===== config.mk =====
export PLATFORM = sky130hd
export DESIGN_NAME = load_unit
export DESIGN_NICKNAME = d
export VERILOG_FILES = /design/src/rtl/instr_type.sv /design/src/rtl/load_align.sv /design/src/rtl/load_unit.sv
export SDC_FILE = /design/constraint.sdc
export NUM_CORES = 1
export LEC_CHECK = 0
export CELL_PAD_IN_SITES_DETAIL_PLACEMENT = 0
export CELL_PAD_IN_SITES_GLOBAL_PLACEMENT = 1
export CORE_MARGIN = 10
export CORE_UTILIZATION = 35
export CTS_CLUSTER_DIAMETER = 80
export DETAILED_ROUTE_END_ITERATION = 8
export DONT_BUFFER_PORTS = 1
export MAX_ROUTING_LAYER = met4
export PLACE_DENSITY = 0.58
export SLEW_MARGIN = 20
export SYNTH_ARGS = -nofsm -noshare
export SYNTH_HDL_FRONTEND = slang
export SYNTH_HIERARCHICAL = 1
export SYNTH_SLANG_ARGS = --single-unit

===== constraint.sdc =====
create_clock -name clk -period 3.49 [get_ports clk]
set_input_delay 0.5235 -clock clk [delete_from_list [all_inputs] [get_ports clk]]
set_output_delay 0.5235 -clock clk [all_outputs]
set_load 0.01 [all_outputs]

===== src/rtl/instr_type.sv =====
// instr_type: shared decode types for the load path (kinds, fault codes, FSM states).
package instr_type;

    typedef enum logic [2:0] {
        lk_lb,
        lk_lh,
        lk_lw,
        lk_lbu,
        lk_lhu,
        lk_invalid
    } load_kind_t;

    typedef enum logic [1:0] {
        lf_none,
        lf_misaligned,
        lf_illegal
    } load_fault_t;

    typedef enum logic [1:0] {
        ls_idle,
        ls_req,
        ls_wait,
        ls_done
    } load_state_t;

endpackage


===== src/rtl/load_align.sv =====
// load_align: selects the addressed byte/half/word from a memory word, extends it, flags misalignment.
module load_align
    import instr_type::*;
#(
    parameter int XLEN = 32
) (
    input  load_kind_t       kind,
    input  logic [1:0]       lane,
    input  logic [XLEN-1:0]  rdata,
    output logic [XLEN-1:0]  data,
    output logic             misaligned
);

    logic [7:0]  b;
    logic [15:0] h;

    always_comb begin
        b = rdata[{lane, 3'b000} +: 8];
        h = rdata[{lane[1], 4'b0000} +: 16];
        data = kind == lk_lb  ? {{(XLEN-8){b[7]}}, b} :
               kind == lk_lbu ? {{(XLEN-8){1'b0}}, b} :
               kind == lk_lh  ? {{(XLEN-16){h[15]}}, h} :
               kind == lk_lhu ? {{(XLEN-16){1'b0}}, h} :
               kind == lk_lw  ? rdata : '0;
        misaligned = ((kind == lk_lh || kind == lk_lhu) && lane[0]) ||
                     (kind == lk_lw && lane != 2'b00);
    end

endmodule


===== src/rtl/load_unit.sv =====
// load_unit: one-at-a-time RV32I load engine between execute and writeback.
module load_unit
    import instr_type::*;
#(
    parameter int XLEN = 32
) (
    input  logic             clk,
    input  logic             rst,
    input  logic             req_valid,
    output logic             req_ready,
    input  load_kind_t       req_kind,
    input  logic [XLEN-1:0]  req_addr,
    input  logic [4:0]       req_rd,
    output logic             mem_req_valid,
    input  logic             mem_req_ready,
    output logic [XLEN-1:0]  mem_addr,
    input  logic             mem_resp_valid,
    input  logic [XLEN-1:0]  mem_rdata,
    output logic             wb_valid,
    input  logic             wb_ready,
    output logic [4:0]       wb_rd,
    output logic [XLEN-1:0]  wb_data,
    output load_fault_t      wb_fault
);

    load_state_t      state, next;
    load_kind_t       kind, align_kind;
    logic [1:0]       lane, align_lane;
    logic [XLEN-1:0]  ext;
    logic             mis, accept, fault;

    // In IDLE the aligner checks the incoming request; afterwards it extracts for the latched one.
    assign align_kind = state == ls_idle ? req_kind : kind;
    assign align_lane = state == ls_idle ? req_addr[1:0] : lane;
    assign accept     = req_valid && state == ls_idle;
    assign fault      = req_kind == lk_invalid || mis;
    assign req_ready  = state == ls_idle;

    load_align #(.XLEN(XLEN)) u_align (
        .kind       (align_kind),
        .lane       (align_lane),
        .rdata      (mem_rdata),
        .data       (ext),
        .misaligned (mis)
    );

    always_ff @(posedge clk or negedge rst) begin
        if (!rst) state <= ls_idle;
        else      state <= next;
    end

    always_comb begin
        next = state;
        case (state)
            ls_idle: next = accept ? (fault ? ls_done : ls_req) : ls_idle;
            ls_req:  next = mem_req_ready ? ls_wait : ls_req;
            ls_wait: next = mem_resp_valid ? ls_done : ls_wait;
            ls_done: next = wb_ready ? ls_idle : ls_done;
            default: next = ls_idle;
        endcase
    end

    always_ff @(posedge clk or negedge rst) begin
        if (!rst) begin
            kind          <= lk_lb;
            lane          <= 2'b00;
            mem_req_valid <= 1'b0;
            wb_valid      <= 1'b0;
            mem_addr      <= '0;
            wb_rd         <= '0;
            wb_data       <= '0;
            wb_fault      <= lf_none;
        end else begin
            mem_req_valid <= next == ls_req;
            wb_valid      <= next == ls_done;
            if (accept) begin
                kind     <= req_kind;
                lane     <= req_addr[1:0];
                mem_addr <= {req_addr[XLEN-1:2], 2'b00};
                wb_rd    <= req_rd;
                wb_data  <= '0;
                wb_fault <= req_kind == lk_invalid ? lf_illegal : mis ? lf_misaligned : lf_none;
            end
            if (state == ls_wait && mem_resp_valid) wb_data <= ext;
        end
    end

endmodule

==> results_dict.tcl <==
set metrics [dict create \
    run_status "finished clean" \
    r2r_cells 7 \
    cts_num_sinks 78 \
    clock_tree_from_tritoncts "done" \
    required_ns 3.73 \
    reg2reg_slack_ns 0.58 \
    syn_avg_cell_area_sq_um 12.0 \
    cp.arrival_ns 3.14 \
    ir_worst_vdd_mv 0.340 \
    first_pass_grt_wire_length_um 16700 \
    timing.final.ws_setup_ns 0.582 \
    synth_largest_area_cell "dfrtp_1" \
    vias 2530 \
    route.detailed.vias_per_inst 5.56 \
    globalRouteOverflowTotal 0 \
    synth-seq-area-share_pct 50.1 \
    report.final.hold_viol_count 0 \
    drtAntennaViolNets 0 \
    clock_insertion_delay_worst_skew_ns 0.34 \
    cts_root_buffer "clkbuf_8" \
    design.portCount 152 \
    clock_tree.buffer_depth 2 \
    yosysUniqueCellTypes 41 \
    path_max_fanout 14 \
    coreArea_sq_um 10900 \
    timing.max_cap.violations 0 \
    setup_viol_count_final 0 \
    met2_layer_usage_reported_by_global_route_pct 19.4 \
    min-delay-path-class "input port to async pin" \
    via_count_of_the_first_global_routing_pass 2600 \
    unrepaired_setup_endpoints_after_global_routing "no" \
    preCtsSetupSlack_ns 0.582 \
    final.setup_skew_ns 0.00891 \
    power.leakage_uw 0.00193 \
    max_slew_margin_pct 52.5 \
    synth-seq-cells 78 \
    pwr_density_cell_nw_per_um2 1110 \
    timing_worst_setup_path_type "flip-flop to flip-flop" \
    synth.area.top_cells "dfrtp_1 (50%), mux2_4 (14%), a22o_1 (7.2%), a21oi_1 (3.2%), mux2_2 (2.6%)" \
    drive_gt1_share_pct 23.2 \
    finalNonFillerCells 455 \
    placementRows 38 \
    grt_use_met1_pct 16.5 \
    period_share_pct 83.3 \
    r2r_start "state[0]" \
    die_area_sq_um 15800 \
    grt.busiest_layer "met2" \
    max_freq_ghz 0.344 \
    grt_max_degree 79 \
    cts_made_buffers 9 \
    first_drt_pass_iteration_count 4 \
    die_x_um 126 \
    crit-reg2reg-capture "wb_data[0]" \
    cts-htree-levels 3 \
    num_antenna_cells 0 \
    cts_resized 0 \
    initial_utilization_pct 35.8 \
    floorplan.die.height_um 126 \
    gr_usage_total_pct 13.8 \
    drt_iter0_markers 174 \
    routabilityCongestion 0.781 \
    area_growth_pct 7.48 \
    globalRouteMet3Util_pct 8.58 \
    synth_top_area_share_pct 50.1 \
    report.final.slew_viol_count 0 \
    endpoint_kind "flip-flop" \
    clk_pin_slew_ns 0.09 \
    drc 0 \
    wl_um 11000 \
    final_net_count 389 \
    synthesis.instances 324 \
    synth-warning-count 6 \
    setup_tns_final_ns 0 \
    place.detailed.hpwl_um 7920 \
    dpl.cell_count 439 \
    avgRoutedWirePerCell_um 24.1 \
    final_period_minus_worst_setup_slack_ns 2.91 \
    whs_ns 0.0571 \
    buffer_ports.inserted 0 \
    worst_slew_pin_tran_ns 0.713 \
    netlist_area_sq_um 3900 \
    setup.worst_path.start_class "flip-flop" \
    antenna_violations_before_repair 0 \
    totalPowerFinal_uw 4640 \
]
-- power breakdown --
part	internal (uW)	switching (uW)	total [uW]
Clock	472	351	823
Combinational	973	1010	1980
Sequential	1320	513	1830
Total	2770	1870	4640
-- cell usage after synthesis --
master / number
dfrtp_1: 78
mux2_4: 36
a22o_1: 32
nand2_1: 27
a21oi_1: 25
buf_2: 12
nor2_1: 11
clkbuf_1: 10
mux2i_1: 10
mux2_2: 9
a221o_1: 7
nor3_1: 7
o211ai_1: 7
buf_6: 6
nand2b_1: 5
o21ai_0: 5
inv_1: 3
nand3b_1: 3
o22ai_1: 3
buf_4: 2
nand4b_1: 2
nor2_2: 2
nor2b_1: 2
o311a_1: 2
or3_1: 2
a211oi_1: 1
a21oi_2: 1
a22oi_1: 1
a31oi_1: 1
and3b_1: 1
and4_1: 1
clkbuf_2: 1
conb_1: 1
mux4_2: 1
nand4_1: 1
nor4b_1: 1
o31ai_1: 1
o32ai_1: 1
or2_2: 1
or2b_2: 1
or3b_1: 1
-- repair_timing --
item                       CTS  global route
hold buffers                 1             0
setup endpoints to repair    0             0
buffers inserted             0             0
hold endpoints to repair    78             0
-- final cells by class --
class | instances | area (sq um)
Sequential cell | 78 | 1950
Timing Repair Buffer | 6 | 65.1
Multi-Input combinational cell | 213 | 1750
Clock inverter | 6 | 109
Fill cell | 1065 | 6700
Tap cell | 140 | 175
Inverter | 3 | 11.3
Clock buffer | 9 | 124
-- critical path, stage by stage (launching register included) --
cell	delay (ns)
dfrtp_1	0.47
nor2_2	0.39
mux2_2	0.50
or2b_2	0.23
nor2_2	0.08
or3_1	0.53
a221o_1	0.40
a22o_1	0.20
-- layout by cell type (no fill, tap or decap), types with 5 or more instances in the layout --
master / count
dfrtp_1: 78
mux2_4: 36
a22o_1: 32
nand2_1: 27
a21oi_1: 25
nor2_1: 11
mux2i_1: 10
mux2_2: 9
clkbuf_8: 9
nor3_1: 7
o211ai_1: 7
a221o_1: 7
o21ai_0: 5
buf_4: 5
nand2b_1: 5
-- state kept, by name, indices dropped and copies added, names as in the netlist --
name           cells
kind               3
lane               2
mem_addr          30
mem_req_valid      1
state              2
wb_data           32
wb_fault           2
wb_rd              5
wb_valid           1
-- metrics by stage --
| step | utilization (%) | cell area [sq um] |
|---|---|---|
| 3_3_place_gp | 36.1 | 3930 |
| 5_1_grt | 38.5 | 4190 |
| 3_5_place_dp | 36.1 | 3930 |
| 4_1_cts | 38.5 | 4190 |
| 6_report | 38.5 | 4190 |
| 2_1_floorplan | - | 3900 |
-- per-layer routing --
| layer | routed length (um) | part of all wire, % |
|---|---|---|
| met1 | 4530 | 41 |
| met2 | 4810 | 44 |
| met3 | 1590 | 14 |
| met4 | 58 | 0.53 |
| met5 | 0 | 0 |
-- worst max-delay path by stage --
stage | slack, ns | startpoint | to
6_report | 0.58 | state[0] | wb_data[0]
2_1_floorplan | 0.93 | state[0] | wb_data[0]
5_1_grt | 0.43 | state[0] | wb_data[0]
4_1_cts | 0.56 | state[0] | wb_data[0]
3_3_place_gp | 0.61 | state[0] | wb_data[0]
3_5_place_dp | 0.58 | state[0] | wb_data[0]
-- logic make-up (layout without fill, tap and decap cells) --
group,Yosys count,in the layout,synth area share [%]
buffers and inverters,34,24,5.04
multiplexers,56,56,19.6
flip-flops,78,78,50.1
AO/OA/AOI/OAI,87,87,16.4
other,1,2,0.0962
AND/OR/NAND/NOR,68,68,8.80
Note: power is estimated with default switching activity, not from simulation.
